[src/rtl/branch_ctrl_pkg.sv]
// Shared constants for the ID-stage branch controller: MIPS branch
// opcodes, REGIMM branch sub-ops and the controller state encoding.
package branch_ctrl_pkg;

    localparam logic [5:0] OP_REGIMM = 6'b000001;
    localparam logic [5:0] OP_BEQ    = 6'b000100;
    localparam logic [5:0] OP_BNE    = 6'b000101;
    localparam logic [5:0] OP_BLEZ   = 6'b000110;
    localparam logic [5:0] OP_BGTZ   = 6'b000111;

    localparam logic [4:0] RT_BLTZ   = 5'b00000;
    localparam logic [4:0] RT_BGEZ   = 5'b00001;
    localparam logic [4:0] RT_BLTZAL = 5'b10000;
    localparam logic [4:0] RT_BGEZAL = 5'b10001;

    typedef enum logic [1:0] {
        BR_IDLE  = 2'b00,
        BR_WAIT  = 2'b01,
        BR_REDIR = 2'b10
    } br_state_t;

endpackage

[src/rtl/branch_ctrl_decode.sv]
// Combinational branch classifier: flags branch opcodes and whether
// the compare needs rt as well as rs.
module branch_decode
    import branch_ctrl_pkg::*;
(
    input  logic [5:0] id_op,
    input  logic [4:0] id_rt,
    output logic       is_branch,
    output logic       uses_rt
);

    // Classify the ID opcode; unknown REGIMM sub-ops are not branches
    always_comb begin
        is_branch = 1'b0;
        uses_rt   = 1'b0;
        case (id_op)
            OP_BEQ, OP_BNE: begin
                is_branch = 1'b1;
                uses_rt   = 1'b1;
            end
            OP_BLEZ, OP_BGTZ: begin
                is_branch = 1'b1;
            end
            OP_REGIMM: begin
                is_branch = (id_rt == RT_BLTZ)   ||
                            (id_rt == RT_BGEZ)   ||
                            (id_rt == RT_BLTZAL) ||
                            (id_rt == RT_BGEZAL);
            end
            default: begin
                is_branch = 1'b0;
            end
        endcase
    end

endmodule

[src/rtl/branch_ctrl.sv]
// ID-stage branch resolution: operand-hazard stall, taken latch and
// held PC redirect. Statistics counters exist when BRANCH_STATS_EN is defined.
module branch_ctrl
    import branch_ctrl_pkg::*;
#(
    parameter int AW = 32
) (
    input  logic          clk,
    input  logic          rst,
    input  logic          id_valid,
    input  logic [5:0]    id_op,
    input  logic [4:0]    id_rt,
    input  logic [AW-1:0] id_target,
    input  logic          cmp_taken,
    input  logic          rs_hazard,
    input  logic          rt_hazard,
    input  logic          if_ready,
    input  logic          flush,
    output logic          id_stall,
    output logic          pc_redirect,
    output logic [AW-1:0] pc_target,
    output logic          br_busy,
    output logic [31:0]   branch_cnt,
    output logic [31:0]   taken_cnt,
    output logic [31:0]   stall_cnt
);

    br_state_t state;

    logic is_branch;
    logic uses_rt;
    logic hazard;
    logic br;
    logic kill;
    logic stall_raw;
    logic resolve_raw;
    logic resolve;
    logic taken;

    branch_decode u_decode (
        .id_op     (id_op),
        .id_rt     (id_rt),
        .is_branch (is_branch),
        .uses_rt   (uses_rt)
    );

    assign hazard = rs_hazard | (uses_rt & rt_hazard);
    assign br     = id_valid & is_branch;
    assign kill   = flush | rst;

    // Stall/resolve qualification; branches in the delay slot are ignored
    always_comb begin
        stall_raw   = 1'b0;
        resolve_raw = 1'b0;
        case (state)
            BR_IDLE, BR_WAIT: begin
                stall_raw   = br & hazard;
                resolve_raw = br & ~hazard;
            end
            default: begin
                stall_raw   = 1'b0;
                resolve_raw = 1'b0;
            end
        endcase
    end

    assign resolve     = resolve_raw & ~kill;
    assign taken       = resolve & cmp_taken;
    assign id_stall    = stall_raw & ~kill;
    assign pc_redirect = (state == BR_REDIR) & ~kill;
    assign br_busy     = (state != BR_IDLE);

    // Controller FSM and target latch; flush drops any pending redirect
    always_ff @(posedge clk) begin
        if (rst) begin
            state     <= BR_IDLE;
            pc_target <= '0;
        end else if (flush) begin
            state <= BR_IDLE;
        end else begin
            case (state)
                BR_IDLE: begin
                    if (br && hazard) begin
                        state <= BR_WAIT;
                    end else if (taken) begin
                        state     <= BR_REDIR;
                        pc_target <= id_target;
                    end
                end
                BR_WAIT: begin
                    if (!br) begin
                        state <= BR_IDLE;
                    end else if (!hazard) begin
                        if (taken) begin
                            state     <= BR_REDIR;
                            pc_target <= id_target;
                        end else begin
                            state <= BR_IDLE;
                        end
                    end
                end
                BR_REDIR: begin
                    if (if_ready) begin
                        state <= BR_IDLE;
                    end
                end
                default: begin
                    state <= BR_IDLE;
                end
            endcase
        end
    end

`ifdef BRANCH_STATS_EN
    logic [31:0] branch_q;
    logic [31:0] taken_q;
    logic [31:0] stall_q;

    // Free-running statistics, cleared only by reset
    always_ff @(posedge clk) begin
        if (rst) begin
            branch_q <= '0;
            taken_q  <= '0;
            stall_q  <= '0;
        end else begin
            if (resolve)  branch_q <= branch_q + 32'd1;
            if (taken)    taken_q  <= taken_q + 32'd1;
            if (id_stall) stall_q  <= stall_q + 32'd1;
        end
    end

    assign branch_cnt = branch_q;
    assign taken_cnt  = taken_q;
    assign stall_cnt  = stall_q;
`else
    assign branch_cnt = 32'd0;
    assign taken_cnt  = 32'd0;
    assign stall_cnt  = 32'd0;
`endif

endmodule
[config.mk]
export PLATFORM = sky130hd
export DESIGN_NAME = branch_ctrl
export DESIGN_NICKNAME = d
export VERILOG_FILES = /design/src/rtl/branch_ctrl_pkg.sv /design/src/rtl/branch_ctrl_decode.sv /design/src/rtl/branch_ctrl.sv
export SDC_FILE = /design/constraint.sdc
export NUM_CORES = 1
export LEC_CHECK = 0
export BUFFER_PORTS_ARGS = -buffer_cell sky130_fd_sc_hd__buf_2
export CAP_MARGIN = 0
export CORE_AREA = 2 2 77 79
export DETAILED_ROUTE_END_ITERATION = 10
export DIE_AREA = 0 0 79 81
export PLACE_DENSITY_LB_ADDON = 0.08
export SLEW_MARGIN = 5
export SYNTH_ARGS = -nofsm -noshare
export SYNTH_HDL_FRONTEND = slang
export SYNTH_SLANG_ARGS = --single-unit
[constraint.sdc]
create_clock -name clk -period 3.9 [get_ports clk]
set_input_delay 0 -clock clk [delete_from_list [all_inputs] [get_ports clk]]
set_output_delay 0 -clock clk [all_outputs]
set_load 0.005 [all_outputs]
==> results of run 1 <==
-- logic make-up (layout without fill, tap and decap cells) --
group                  count (synthesis)  after routing
and+or+nand+nor                       77             77
muxes                                 32             32
other                                  1             96
AOI/OAI and AO/OA                      4              4
DFF                                   34             34
buffers and inverters                107            125
-- critical path, delay by kind of cell --
family,cells,cell delay (ns)
buf+inv,2,0.65
mux,1,0.28
simple gates,3,1.34
-- cell usage in the layout, fill, tap and decap left out, types with 2 or more instances in the layout --
cell type	count
mux2i_1	32
bufinv_16	2
nand2b_1	64
dlygate4sd3_1	34
clkbuf_8	5
buf_2	83
conb_1	96
nor2_1	3
dfxtp_1	34
a21oi_1	2
-- synthesized netlist by cell type (all sizes together) --
library cell and instances:
buf 100, and4b 1, clkbuf 7, a21o 1, nor2b 1, o21a 1
nand4b 1, dfxtp 34, conb 1, and2b 1, nand2b 64, nor2 3
nand2 1, mux2i 32, nand4 1, nor3b 1, a21oi 2, nor4b 2
or2 1
-- worst max-delay path by stage --
stage | startpoint | endpoint | slack [ns] | depth (start not counted)
finish | flush | pc_target[13]$_SDFFE_PP0P_ | 1.82 | 6
detailed placement | rst | pc_target[13]$_SDFFE_PP0P_ | 1.62 | 5
global placement | rst | pc_target[7]$_SDFFE_PP0P_ | 1.64 | 5
floorplan | state[1]$_SDFFE_PN0P_ | pc_target[0]$_SDFFE_PP0P_ | 2.63 | 5
global route | flush | pc_target[17]$_SDFFE_PP0P_ | 1.64 | 6
CTS | flush | pc_target[13]$_SDFFE_PP0P_ | 1.78 | 6
-- layer usage --
metal	GRT usage (%)	wire, um	vias up	part of all wire, %
li1	-	-	836	-
met1	13.7	1640	731	40
met2	20.9	2040	93	49
met3	4.11	431	4	10
met4	4.66	39	0	0.94
met5	0	0	-	0
-- flip-flops by register name (all words and copies together) (netlist names) --
register,cells
pc_target,32
state,2
-- stage by stage --
| stage | setup WS (ns) | util (%) |
|---|---|---|
| after floorplan | 2.63 | - |
| after global placement | 1.64 | 42.1 |
| after detailed placement | 1.62 | 42.1 |
| after CTS | 1.78 | 50.5 |
| after global routing | 1.64 | 50.5 |
| final | 1.82 | 50.5 |
-- where the power goes --
part | internal [W] | leakage (nW) | switching, W
combinational | 0.0000554 | 1.06 | 0.0000477
clock | 0.000256 | 0.0683 | 0.000133
sequential | 0.000347 | 0.274 | 0.000000232
total | 0.000659 | 1.40 | 0.000181
-- layout make-up --
type | instances | area, um2 | share of cell area, %
multi-input cells | 209 | 1200 | 41.8
well taps | 75 | 93.8 | 3.27
flip-flops and latches | 34 | 681 | 23.7
clock inverters | 3 | 68.8 | 2.40
clock buffers | 5 | 68.8 | 2.40
repair buffers | 117 | 756 | 26.4
==> flow_metrics.tcl, run 1 <==
set metrics [dict create \
    result_of_the_run "finished, final reports clean" \
    placedInstanceArea_um2 2390 \
    timing.max_slew.rel_slack_pct 29.4 \
    drive_gt1_share_pct 25.8 \
    port-buffer-count 83 \
    vdd.ir_drop.worst_mv 0.139 \
    post_layout_nonfiller_instances 443 \
    synth_top_family_by_area "buffers and inverters" \
    num_rows 28 \
    fin_total_pwr_w 0.000840 \
    achievable-frequency_mhz 482 \
    number_of_antenna_violations_at_the_first_check_in_global_routing 0 \
    cts-resized-gates 0 \
    setup_viol 0 \
    global_route.overflow_total 0 \
    worst_hold_path.num_cells 3 \
    power.leakage_nw 1.40 \
    crit_path_cell_trace "dlygate4sd3_1 > buf_2 > nor2_1 > nand4b_1 > and4b_2 > mux2i_1" \
    crit-reg2reg-capture "pc_target[13]$_SDFFE_PP0P_" \
    core_region_area_um2 5680 \
    htree_levels 2 \
    worst-r2r-cell-count 3 \
    reg2reg_slack_ns 1.96 \
    worst_skew_pair.late_latency_ns 0.28 \
    worst_setup_path_end_kind "register" \
    worst_path_largest_cell_delay_ns 1.04 \
    setup_crit_start_kind "input port" \
    post_drt_via_cell_ratio 3.76 \
    gp_congestion 0.678 \
    worst_ep_required_time_ns 4.10 \
    clock_pin_slew_reported_for_the_worst_setup_and_hold_paths_after_clock_tree_synthesis_ns 0.07 \
    worst_hold_margin_ns 0.0266 \
    hold_ep "state[1]$_SDFFE_PN0P_" \
    tritoncts "yes" \
    cts_num_sinks 34 \
    route.antenna.remaining_nets 0 \
    post_synth_and_or_nand_nor_area_fraction_pct 21.1 \
    synthesis.area_per_instance_um2 9.18 \
    synthesis.instances 255 \
    hp-class "in2reg" \
    die_width_um 79 \
    synth.area.mux_share_pct 13.7 \
    min_from "if_ready" \
    synth_top_area_share_pct 30.8 \
    hold_buffer_count_at_cts 34 \
    dieHeight_um 81 \
    path_class "in2reg" \
    number_of_iterations_in_the_first_detailed_routing_pass 4 \
    cts_bufs_inserted 5 \
    yosysWarningCount 0 \
    power_per_cell_area_nw_per_um2 293 \
    worst_clock_skew_ns 0.00649 \
    synth.cell_area_um2 2340 \
    postCtsSetupBuffers 0 \
    post-place-cells 401 \
    crit_fanout 33 \
    clockBufferDepth 2 \
    syn2layout_area_growth_pct 22.5 \
    tns_ns 0 \
    timing_hold_violations_final 0 \
    n_antenna_cell 0 \
    synth.top_cells.by_area "buf_4 31%, dfxtp_1 29%, nand2b_1 17%" \
    grt_first_pass_wirelength_um 6110 \
    cts_root_buffer "clkbuf_8" \
    final_min_period_over_clock_period_pct 53.2 \
    post_synth_fa_ha_maj_area_fraction_pct 0 \
    yosysTopAreaCell "buf_4" \
    post-route-drc-count 0 \
    maxSlewViolCount 0 \
    detail_route.wirelength_um 4150 \
    worst-slew-pin-transition_ns 1.06 \
    slowest_stage "and4b_2" \
    groute.usage.overall_pct 12.0 \
    post_synth_num_cell_types 22 \
    finish.net_count 418 \
    cp_data_arrival_time_ns 2.28 \
    synth_xor_xnor_area_share_pct 0 \
    postLayoutCellArea_um2 2870 \
    layout.filler_cells 558 \
    vias_in_the_first_global_route 1399 \
    maximum_number_of_pins_on_one_net_before_global_route_repair 67 \
    synth_sequential_area_ratio_pct 29.1 \
    routedWlPerCell_um 9.37 \
    fraction_of_the_mapped_netlist_area_in_compound_gates_pct 1.07 \
    r2r_start "state[1]$_SDFFE_PN0P_" \
    dr.first_iter.drc_count 37 \
    synth.ff_latch_count 34 \
    grt_setup_unrepaired "false" \
    detailed_place_hpwl_um 2750 \
    max_cap_viol_count 0 \
    initial_core_util_pct 41.2 \
    detailroute.via_count 1664 \
    final_critical_path_time_including_i_o_delays_and_setup_ns 2.08 \
    ios 182 \
    die_area_um2 6400 \
]
Power figures use the tool's default switching activity.
==> inputs of run 2 (changes only) <==
--- a/config.mk
+++ b/config.mk
@@ -7,9 +7,9 @@
 export LEC_CHECK = 0
 export BUFFER_PORTS_ARGS = -buffer_cell sky130_fd_sc_hd__buf_2
 export CAP_MARGIN = 0
-export CORE_AREA = 2 2 77 79
+export CORE_AREA = 2 2 84 86
 export DETAILED_ROUTE_END_ITERATION = 10
-export DIE_AREA = 0 0 79 81
+export DIE_AREA = 0 0 86 88
 export PLACE_DENSITY_LB_ADDON = 0.08
 export SLEW_MARGIN = 5
 export SYNTH_ARGS = -nofsm -noshare
==> constraint.sdc (replaced) <==
create_clock -name clk -period 1.8 [get_ports clk]
set_input_delay 0 -clock clk [delete_from_list [all_inputs] [get_ports clk]]
set_output_delay 0 -clock clk [all_outputs]
set_load 0.005 [all_outputs]
==> flow_metrics.tcl, run 2 (synthesis gave the netlist of run 1 again) <==
set metrics [dict create \
    ios 182 \
    vdd.ir_drop.worst_mv 0.226 \
    maximum_number_of_pins_on_one_net_before_global_route_repair 66 \
    dr.first_iter.drc_count 53 \
    worst_ep_required_time_ns 2.01 \
    reg2reg_slack_ns 0.36 \
    max_cap_viol_count 0 \
    regMostFlops "pc_target" \
    grt_setup_unrepaired "false" \
    post_drt_via_cell_ratio 3.73 \
    grt_first_pass_wirelength_um 6570 \
    detailroute.via_count 1687 \
    most_common_library_cell_in_the_layout_ignoring_fill_and_taps "conb_1" \
    crit_fanout 13 \
    path_class "in2reg" \
    die_width_um 86 \
    largest_registers_in_the_final_layout "pc_target x32, state x2" \
    htree_levels 2 \
    crit_path_cell_trace "dlygate4sd3_1 > buf_2 > nor2_1 > nand4b_1 > and4b_2 > buf_4 > mux2i_1" \
    port-buffer-count 83 \
    commonest_non_fill_non_tap_cells_in_the_layout "96 x conb_1, 83 x buf_2, 64 x nand2b_1" \
    gp_congestion 0.638 \
    cts-resized-gates 0 \
    route.antenna.remaining_nets 0 \
    clockBufferDepth 2 \
    power.leakage_nw 1.41 \
    core_region_area_um2 6640 \
    cp-startpoint "rst" \
    num_rows 30 \
    worst_skew_pair.late_latency_ns 0.28 \
    number_of_iterations_in_the_first_detailed_routing_pass 4 \
    final_min_period_over_clock_period_pct 88.1 \
    worst_path_largest_cell_delay_ns 0.52 \
    layout.filler_cells 690 \
    n_antenna_cell 0 \
    detailed_place_hpwl_um 2980 \
    worst_clock_skew_ns 0.00954 \
    cp_data_arrival_time_ns 1.80 \
    cts_bufs_inserted 5 \
    multi_input_logic_area_um2 1200 \
    global_route.overflow_total 0 \
    r2r_start "state[1]$_SDFFE_PN0P_" \
    critical_path.n_buffers_inverters 3 \
    path_delay_family "buffers and inverters" \
    tns_ns 0 \
    post-route-drc-count 0 \
    postLayoutSetupSlackWorst_ns 0.214 \
    met2_grt_util_pct 19.3 \
    dp_worst_setup_slack_ns 0.346 \
    dieHeight_um 88 \
    detail_route.wirelength_um 4310 \
    slowest_stage "dlygate4sd3_1" \
    cts_num_sinks 34 \
    setup_crit_start_kind "input port" \
    gr-max-usage-layer "met2" \
    clock_pin_slew_reported_for_the_worst_setup_and_hold_paths_after_clock_tree_synthesis_ns 0.08 \
    vias_in_the_first_global_route 1506 \
    groute.usage.overall_pct 10.8 \
    min_from "id_valid" \
    final_critical_path_time_including_i_o_delays_and_setup_ns 1.59 \
    timing_hold_violations_final 0 \
    syn2layout_area_growth_pct 22.7 \
    max_ffs_per_register 32 \
    initial_core_util_pct 35.2 \
    cts_root_buffer "clkbuf_8" \
    routedWlPerCell_um 9.53 \
    worst_hold_margin_ns 0.0344 \
    tritoncts "yes" \
    achievable-frequency_mhz 631 \
    hp-class "in2reg" \
    power_per_cell_area_nw_per_um2 544 \
    result_of_the_run "finished, final reports clean" \
    grt_util_met3_pct 3.77 \
    number_of_antenna_violations_at_the_first_check_in_global_routing 0 \
    finish.net_count 422 \
    grt.met1_usage_pct 11.9 \
    setup_viol 0 \
    maxSlewViolCount 0 \
    die_area_um2 7570 \
    regArea_um2 681 \
    drive_gt1_share_pct 26.1 \
    worst_setup_path_end_kind "register" \
]
==> run 2: cell types whose count changed in the layout (fill, tap and decap cells not counted), sizes merged <==
cell	before	now
bufinv	2	0
buf	83	86
clkbuf	5	7
dlygate4sd3	34	35
==> run 2: routing by layer <==
layer,share of wire [%],routed length [um]
met1,39,1690
met4,0.72,31
met5,0,0
met2,50,2140
met3,10,443
==> run 2: power by group <==
part | total (W) | switching [W] | internal (W)
sequential | 0.000753 | 0.000000503 | 0.000753
clock | 0.000585 | 0.000276 | 0.000309
combinational | 0.000226 | 0.000103 | 0.000123
==> run 2: tightest hold or removal path: stages <==
cell and delay [ns]:
buf_2 0.10, nand4b_1 0.11, a21oi_1 0.05
==> run 2: worst paths after layout <==
check,endpoint,depth (start not counted)
max,pc_target[22]$_SDFFE_PP0P_,7
min reg2reg,pc_target[8]$_SDFFE_PP0P_,2
min,state[0]$_SDFFE_PN0P_,3
max reg2reg,pc_target[22]$_SDFFE_PP0P_,4
==> run 2: final cells by class <==
cell class / count / area share (%)
clock buffers: 7 / 3.01
clock inverters: 1 / 0.174
multi-input cells: 209 / 41.8
flip-flops and latches: 34 / 23.7
well taps: 80 / 3.48
repair buffers: 121 / 27.9
==> run 2: metrics by stage <==
stage          std cells  util [%]  cell area, um2  total power [W]
2_1_floorplan        350         -            2700          0.00102
3_3_place_gp         409      36.6            2430         0.000935
3_5_place_dp         409      36.6            2430         0.000935
4_1_cts              452      43.2            2870          0.00160
5_1_grt              452      43.2            2870          0.00166
6_report             452      43.2            2870          0.00156
==> run 2: timing repair <==
action                                 CTS  global route
setup buffers                            0             0
endpoints found under the hold margin   34             0
hold buffers                            35             0
setup endpoints to repair                0             0
